===== src/rtl/alu_issue.sv =====
// Issue stage for RV32I OP/OP-IMM: decodes, reads the register file, tracks pending
// destinations and presents a registered ALU request behind a valid/ready handshake.
module alu_issue #(
    parameter int REG_COUNT = 32,
    parameter bit CHECK_WAW = 1'b1
) (
    input  logic        i_clk,
    input  logic        i_rst_n,
    input  logic        i_instr_valid,
    input  logic [31:0] i_instr,
    output logic        o_instr_ready,
    output logic        o_alu_valid,
    input  logic        i_alu_ready,
    output logic [2:0]  o_alu_op,
    output logic        o_alu_op2,
    output logic [31:0] o_alu_x,
    output logic [31:0] o_alu_y,
    output logic [4:0]  o_alu_rd,
    input  logic        i_wb_valid,
    input  logic [4:0]  i_wb_rd,
    input  logic [31:0] i_wb_data,
    output logic        o_illegal
);
    localparam int         IDX_W   = (REG_COUNT > 1) ? $clog2(REG_COUNT) : 1;
    localparam logic [6:0] OPC_OP  = 7'b0110011;
    localparam logic [6:0] OPC_IMM = 7'b0010011;
    localparam logic [6:0] F7_ZERO = 7'b0000000;
    localparam logic [6:0] F7_ALT  = 7'b0100000;

    function automatic logic in_range(input logic [4:0] idx);
        return {27'b0, idx} < 32'(REG_COUNT);
    endfunction

    logic [31:0]          regs [REG_COUNT];
    logic [REG_COUNT-1:0] pend;

    logic [6:0]  opcode;
    logic [6:0]  funct7;
    logic [2:0]  funct3;
    logic [4:0]  rd;
    logic [4:0]  rs1;
    logic [4:0]  rs2;

    assign opcode = i_instr[6:0];
    assign rd     = i_instr[11:7];
    assign funct3 = i_instr[14:12];
    assign rs1    = i_instr[19:15];
    assign rs2    = i_instr[24:20];
    assign funct7 = i_instr[31:25];

    logic        legal;
    logic        is_op;
    logic        shift;
    logic        op2_d;
    logic [31:0] rs1_val;
    logic [31:0] rs2_val;
    logic [31:0] y_d;
    logic        rs1_busy;
    logic        rs2_busy;
    logic        rd_busy;
    logic        hazard;
    logic        slot_free;
    logic        issue;
    logic        illegal_take;

    always_comb begin
        legal = 1'b0;
        is_op = 1'b0;
        op2_d = 1'b0;
        shift = (funct3 == 3'b001) || (funct3 == 3'b101);
        case (opcode)
            OPC_OP: begin
                is_op = 1'b1;
                if (funct7 == F7_ZERO) begin
                    legal = 1'b1;
                end else if (funct7 == F7_ALT && (funct3 == 3'b000 || funct3 == 3'b101)) begin
                    legal = 1'b1;
                    op2_d = 1'b1;
                end
            end
            OPC_IMM: begin
                case (funct3)
                    3'b001:  legal = (funct7 == F7_ZERO);
                    3'b101: begin
                        legal = (funct7 == F7_ZERO) || (funct7 == F7_ALT);
                        op2_d = (funct7 == F7_ALT);
                    end
                    default: legal = 1'b1;
                endcase
            end
            default: ;
        endcase
        // rs2 is only a register index for OP; for OP-IMM those bits are immediate
        if (!in_range(rd) || !in_range(rs1) || (is_op && !in_range(rs2))) begin
            legal = 1'b0;
        end
    end

    // Operand read with same-cycle writeback bypass; x0 always reads zero
    always_comb begin
        rs1_val = '0;
        rs2_val = '0;
        if (rs1 != 5'd0 && in_range(rs1)) rs1_val = regs[rs1[IDX_W-1:0]];
        if (rs2 != 5'd0 && in_range(rs2)) rs2_val = regs[rs2[IDX_W-1:0]];
        if (rs1 != 5'd0 && i_wb_valid && i_wb_rd == rs1) rs1_val = i_wb_data;
        if (rs2 != 5'd0 && i_wb_valid && i_wb_rd == rs2) rs2_val = i_wb_data;
    end

    always_comb begin
        y_d = '0;
        if (is_op) y_d = shift ? {27'b0, rs2_val[4:0]} : rs2_val;
        else       y_d = shift ? {27'b0, rs2} : {{20{i_instr[31]}}, i_instr[31:20]};
    end

    always_comb begin
        rs1_busy = 1'b0;
        rs2_busy = 1'b0;
        rd_busy  = 1'b0;
        if (in_range(rs1)) rs1_busy = pend[rs1[IDX_W-1:0]] && !(i_wb_valid && i_wb_rd == rs1);
        if (in_range(rs2)) rs2_busy = pend[rs2[IDX_W-1:0]] && !(i_wb_valid && i_wb_rd == rs2);
        if (in_range(rd))  rd_busy  = pend[rd[IDX_W-1:0]];
    end

    assign hazard        = rs1_busy || (is_op && rs2_busy) || (CHECK_WAW && rd_busy);
    assign slot_free     = !o_alu_valid || i_alu_ready;
    assign o_instr_ready = legal ? (slot_free && !hazard) : 1'b1;
    assign issue         = i_instr_valid && o_instr_ready && legal;
    assign illegal_take  = i_instr_valid && !legal;

    // Request register: loaded on issue, held while the ALU back-pressures
    always_ff @(posedge i_clk or negedge i_rst_n) begin
        if (!i_rst_n) begin
            o_alu_valid <= 1'b0;
            o_illegal   <= 1'b0;
            o_alu_op    <= '0;
            o_alu_op2   <= 1'b0;
            o_alu_x     <= '0;
            o_alu_y     <= '0;
            o_alu_rd    <= '0;
        end else begin
            o_illegal <= illegal_take;
            if (issue) begin
                o_alu_valid <= 1'b1;
                o_alu_op    <= funct3;
                o_alu_op2   <= op2_d;
                o_alu_x     <= rs1_val;
                o_alu_y     <= y_d;
                o_alu_rd    <= rd;
            end else if (i_alu_ready) begin
                o_alu_valid <= 1'b0;
            end
        end
    end

    // Register file and scoreboard; the later issue assignment makes set win over clear
    always_ff @(posedge i_clk or negedge i_rst_n) begin
        if (!i_rst_n) begin
            for (int i = 0; i < REG_COUNT; i++) regs[i] <= '0;
            pend <= '0;
        end else begin
            if (i_wb_valid && i_wb_rd != 5'd0 && in_range(i_wb_rd)) begin
                regs[i_wb_rd[IDX_W-1:0]] <= i_wb_data;
                pend[i_wb_rd[IDX_W-1:0]] <= 1'b0;
            end
            if (issue && rd != 5'd0) begin
                pend[rd[IDX_W-1:0]] <= 1'b1;
            end
        end
    end
endmodule

===== config.mk =====
export PLATFORM = sky130hd
export DESIGN_NAME = alu_issue
export DESIGN_NICKNAME = d
export VERILOG_FILES = /design/src/rtl/alu_issue.sv
export SDC_FILE = /design/constraint.sdc
export NUM_CORES = 2
export LEC_CHECK = 0
export CAP_MARGIN = 5
export CORE_MARGIN = 3
export CORE_UTILIZATION = 25
export DETAILED_ROUTE_END_ITERATION = 6
export HOLD_SLACK_MARGIN = 0.05
export PLACE_DENSITY_LB_ADDON = 0.12
export SKIP_CTS_REPAIR_TIMING = 1
export SYNTH_ARGS = -nofsm -noshare
export SYNTH_HDL_FRONTEND = slang
export SYNTH_SLANG_ARGS = --single-unit

===== constraint.sdc =====
create_clock -name i_clk -period 2.2 [get_ports i_clk]
set_input_delay 0.22 -clock i_clk [delete_from_list [all_inputs] [get_ports i_clk]]
set_output_delay 0.22 -clock i_clk [all_outputs]
set_load 0.02 [all_outputs]

* Yosys cells after proc, flatten, opt, wreduce, memory -nomap -nowiden
Cells that the tools add are included.
** Operators by class
- $lt $le $gt $ge :: 10
- Eq/ne operators :: 7
- Mux-type cells :: 39
- Bitwise logic cells :: 6
- Reduce and logical (&&, ||, !) cells :: 37
** Operator list (count)
- $bwmux W1024 :: 1
- $mux W32 :: 14
- $bmux W32 S5 :: 2
- $demux W32 S5 :: 1
- $and A32 B32 Y32 :: 1
- $not A32 Y32 :: 1
- $or A32 B32 Y32 :: 1
- $lt A5 B6 Y1 const B :: 4
- $reduce_bool A5 Y1 :: 4
- $logic_and A1 B1 Y1 :: 19
- $ge A6 B6 Y1 const B :: 3
- $not A5 Y6 :: 3
- $bmux W1 S5 :: 3
- $eq A7 B6 Y1 const B :: 2
- $mux W1 :: 13
- $demux W1 S5 :: 2
- $eq A5 B5 Y1 :: 2
- $ge A5 B1 Y1 const B :: 2
- $eq A7 B5 Y1 const B :: 1
- $logic_not A7 Y1 :: 1
- $logic_or A1 B1 Y1 :: 6
- $lt A6 B1 Y1 const B :: 1
- $pmux W1 S2 :: 3
- $logic_not A1 Y1 :: 5
- 4 further kinds :: 4
** Word-level totals
- Flip-flop bits (word level) :: 1131
- Bits of input ports :: 74
- Output and inout port bits :: 76
- Word-level logic and storage cells :: 139

* Logic depth before layout (Yosys ltp)
- Word-level depth :: 14
- Gate-level depth with buffers :: 11

* Worst setup path before layout
OpenSTA, ideal clock, no wires.
- Path type :: input to register
- Start point :: input i_instr[15]
- End point :: register o_alu_x[30]
- Arrival :: 2429 ps
- Data required time :: 2075 ps
- Slack :: -354 ps
- Stages :: 9
- Buffers on the path :: 4
- Path through :: buf_2 buf_2 buf_4 buf_2 mux4_2 a211oi_1 a21oi_1 a32o_1 mux2_4
** Between the ends
- Longest elaborated chain between the ends :: 11
- Elaborated cells between the ends (all ways) :: 22
- Classes of those cells :: 1 x eq/ne; 8 x mux; 1 x bitwise; 12 x reduce/logical
** RTL lines
- from (decl) :: RTL line 10 : input logic [31:0] i_instr,
- branches (longest 11 deep; another with $bmux W1 S5)
- to (signal assigned) :: RTL line 146 : o_alu_x <= rs1_val;
- to (decl) :: RTL line 16 : output logic [31:0] o_alu_x,
Parallel ways; which one is timed is not known. The select of a mux whose other input is x is not followed.
A chain may end at the register's enable or synchronous reset.

* Final worst setup path
- Start point :: register pend[3]
- End point :: output o_instr_ready
** Between the ends
- Longest elaborated chain between the ends :: 9
- Elaborated cells between the ends (all ways) :: 14
- Classes of those cells :: 7 x mux; 7 x reduce/logical
** RTL lines
- from (decl) :: RTL line 35 : logic [REG_COUNT-1:0] pend;
- from (signal assigned) :: RTL line 159 : pend <= '0;
- from (signal, indexed assignment) :: RTL line 163 : pend[i_wb_rd[IDX_W-1:0]] <= 1'b0;
- from (signal, indexed assignment) :: RTL line 166 : pend[rd[IDX_W-1:0]] <= 1'b1;
- $bmux W1 S5 :: RTL line 120 : if (in_range(rs2)) rs2_busy = pend[rs2[IDX_W-1:0]] && !(i_wb_valid && i_wb_rd == rs2);
- $mux W1 (implied by the code) :: RTL line 120
- $logic_and A1 B1 Y1 :: RTL line 120
- $logic_and A1 B1 Y1 :: RTL line 124 : assign hazard = rs1_busy || (is_op && rs2_busy) || (CHECK_WAW && rd_busy);
- $logic_or A1 B1 Y1 :: RTL line 124
- $logic_or A1 B1 Y1 * :: RTL line 124
- $logic_not A1 Y1 * :: RTL line 126 : assign o_instr_ready = legal ? (slot_free && !hazard) : 1'b1;
- $logic_and A1 B1 Y1 * :: RTL line 126
- $mux W1 * :: RTL line 126
- to (decl) :: RTL line 11 : output logic o_instr_ready,
Mark *: on every way between the ends. The rest lies on a longest branch, timed or not. The select of a mux whose other input is x is not followed.

==> impl_metrics.csv <==
group,metric,value,unit
cts,numCtsBuffers,143,
placed_design,placed_area,72810,um^2
setup_path,path_max_fanout,2,
route,vias,40036,
setup_path,critPathKind,"flip-flop to output pin",
route,ant_nets,0,
run_status,violations,"setup timing",
grt,grt_antenna_before_repair,11,
grt,grt_max_degree,93,
timing,holdWs,88.83,ps
route,wl_per_cell,30.21,um
synthesis,synth_top_area_share,46.93,%
cts,clk_latency,800,ps
grt,overflow,0,
cts,clk_path_buf_depth,3,
setup_path,start_kind,"flip-flop",
setup_path,cp.required,1980,ps
timing,rsz0062_at_grt,"true",
finish,finalCoreUtilization,32.80,%
timing,slew-limit-headroom,42.50,%
pwr,vdd_drop_max,0.0008206,V
cts,clk_pin_slew,60,ps
timing,setup_viol,106,
timing,final.period_utilization,128.9,%
route,post-route-drc-count,0,
pwr,p_per_area,834.8,nW/um^2
synthesis,synth.distinct_cells,62,
finish,finalNetCount,4762,
pwr,swShare,27.32,%
pwr,p_leak,0.03388,uW
cts,htreeDepth,4,
synthesis,synth_fp_nets,4096,
synthesis,yosys_warnings,0,
timing,tightestPinTransition,840.8,ps
finish,multi_input_area,30530,um^2
setup_path,cp.arrival,2620,ps
placed_design,dp_slack,-1075,ps
pwr,comb_power_share,21.4,%
synthesis,postSynthRegisterBits,1131,
grt,grt_use_total,18.86,%
route,viasPerCell,5.022,
synthesis,synthArstFlopShare,100.0,%
grt,grt_pass1_wl,336.0,mm
synthesis,synth-seq-area-share,46.93,%
grt,grt_pass1_vias,42554,
synthesis,avgSynthCellArea,14.99,um^2
synthesis,synth_area,60310,um^2
cts,clock-sinks,1131,
synthesis,synth_edf_count,0,
pwr,seq_power_share,41.2,%
finish,layout-drive-gt1-share,57.69,%
setup_path,r2r-start,"pend[3]",
timing,finalHoldViolCount,0,
finish,fill_cells,23324,
cts,cts_tree,"yes",
timing,period_needed,2836,ps
floorplanning,die_h,497.2,um
floorplanning,fp.coreArea,239000,um^2
run_status,status,"finished with violations",
placed_design,port-buffer-count,149,
run,drv_cap,0,
timing,drv_slew,0,
timing,fin_ws,-636.2,ps
finish,regArea,28300,um^2
pwr,power_frac_clock,37.4,%
min_path,hold_class,"input pin to asynchronous set/reset pin",
finish,area_growth,29.97,%
placed_design,dpl.hpwl,161.5,mm
timing,tns,-43480,ps
finish,fin_area,78380,um^2
timing,finClkSkew,29.92,ps
floorplanning,row_count,179,
floorplanning,initial_utilization,25.24,%
synthesis,netlist_instances,4022,
synthesis,netlist_top_cells_area,"dfrtp_1 47%, mux4_2 21%, mux2_2 19%",
route,firstDrtPassIters,7,
cts,clockRootBuffer,"clkbuf_16",
placed_design,gp_congestion,0.7894,
pwr,power.switching,17880,uW
floorplanning,die_area,247200,um^2
route,drt_iter0_markers,2593,
floorplanning,die_w,497.2,um
synthesis,synth_flop_cell,"dfrtp_1",
setup_path,cp-end-kind,"output pin",
route,wl,240.8,mm
synthesis,synth_top_cell_by_area,"dfrtp_1",
pwr,power.internal,47560,uW
floorplanning,ios,150,
setup_path,critPathLaunch,"pend[3]",
timing,fmax,0.3526,GHz
synth_stat cells (55+ instances only):
library cell and instances:
nand2_1 92, and2_1 67, buf_1 78, a21oi_1 72, a211oi_1 82, buf_2 69
mux2i_1 109, mux4_2 566, dfrtp_1 1131, clkbuf_1 281, mux2_2 1016, o21ai_0 55
path summary, 6_finish.rpt:
check,slack [ps],to,depth (start not counted)
worst min register to register,390,regs[1009],0
max in group asynchronous,820,regs[724],3
min in group i_clk,110,o_alu_y[2],5
worst max register to register,-520,o_alu_rd[1],10
worst max-delay path,-640,o_instr_ready,7
worst min-delay path,90,regs[559],3
sequential cells by signal, indices dropped and copies added (netlist names):
name         count
regs          1024
o_alu_x         32
o_alu_y         32
pend            32
o_alu_rd         5
o_alu_op         3
o_alu_op2        1
o_alu_valid      1
o_illegal        1
layer usage:
layer  wire length [um]  vias up  global-route usage (%)  part of all wire [%]
met4               7398        4                   5.656                   3.1
met2             109700      994                   29.38                    46
met3              11740      349                   3.675                   4.9
met1             112000    21788                   26.49                    47
li1                   -    16901                       -                     -
met5                 27        -                       0                 0.011
cell usage in the layout, fill, tap and decap left out, types with 5 or more instances in the layout:
cell type and count:
nor2_4 17, nand3_1 21, clkinv_2 26, a32o_1 33, nor2_1 32, buf_6 5, buf_4 593, mux2_2 1016
dlymetal6s2s_1 5, o22ai_1 12, clkbuf_1 30, nor4_1 13, a2111oi_0 17, mux2_4 34, nand2_1 76, nand3b_1 6
o21ai_0 23, dfrtp_1 1130, nand2_4 15, mux4_2 566, and2_1 66, xnor2_1 6, buf_12 213, nor3b_1 27
o21ai_2 30, buf_8 6, a31oi_1 6, nand2b_1 10, diode_2 7, inv_1 24, xor2_1 5, clkdlybuf4s50_1 135
nor2b_1 46, clkinv_8 6, bufinv_16 10, a211oi_1 82, clkbuf_8 31, clkbuf_16 156, mux2i_1 106, a21oi_1 72
power groups by stage:
stage / sequential (uW) / clock (uW) / combinational [uW]
after floorplan: 26500 / 0 / 8880
final: 27000 / 24500 / 14000
after global routing: 27500 / 26100 / 15000
after CTS: 26900 / 25300 / 14100
after global placement: 27200 / 0 / 13900
after detailed placement: 27300 / 0 / 14100
kinds of logic (layout without fill, tap and decap cells):
| kind of cell | count (synthesis) | after routing | share of synthesized area [%] |
|---|---|---|---|
| AO/OA/AOI/OAI | 312 | 312 | 3.570 |
| XOR/XNOR | 11 | 11 | 0.1597 |
| buffers and inverters | 480 | 1256 | 3.348 |
| flip-flops | 1131 | 1131 | 46.93 |
| multiplexers | 1725 | 1725 | 42.74 |
| other | 0 | 7 | 0 |
| AND/OR/NAND/NOR | 363 | 363 | 3.255 |
per-stage QoR:
step                cells  total power (uW)
global placement     7687             41110
CTS                  7942             66290
finish               7972             65430
global route         7968             68530
floorplan            4022             35390
detailed placement   7687             41330
worst max-delay path: stages, from the launching register on:
cell and delay (ps):
dfrtp_1 400, mux4_2 480, mux2i_2 170, nor3_2 70
nor4_4 350, nand3_2 150, nand2_2 90, buf_6 110
cell type report:
| class | count | share of cell area, % |
|---|---|---|
| clock buffers | 208 | 5.381 |
| multi-input cells | 2411 | 38.95 |
| clock inverters | 47 | 0.7550 |
| flip-flops and latches | 1131 | 36.11 |
| diodes | 7 | 0.02235 |
| repair buffers | 974 | 13.58 |
| well taps | 3167 | 5.055 |
| inverters | 27 | 0.1453 |
Note: power is estimated with default switching activity, not from simulation.
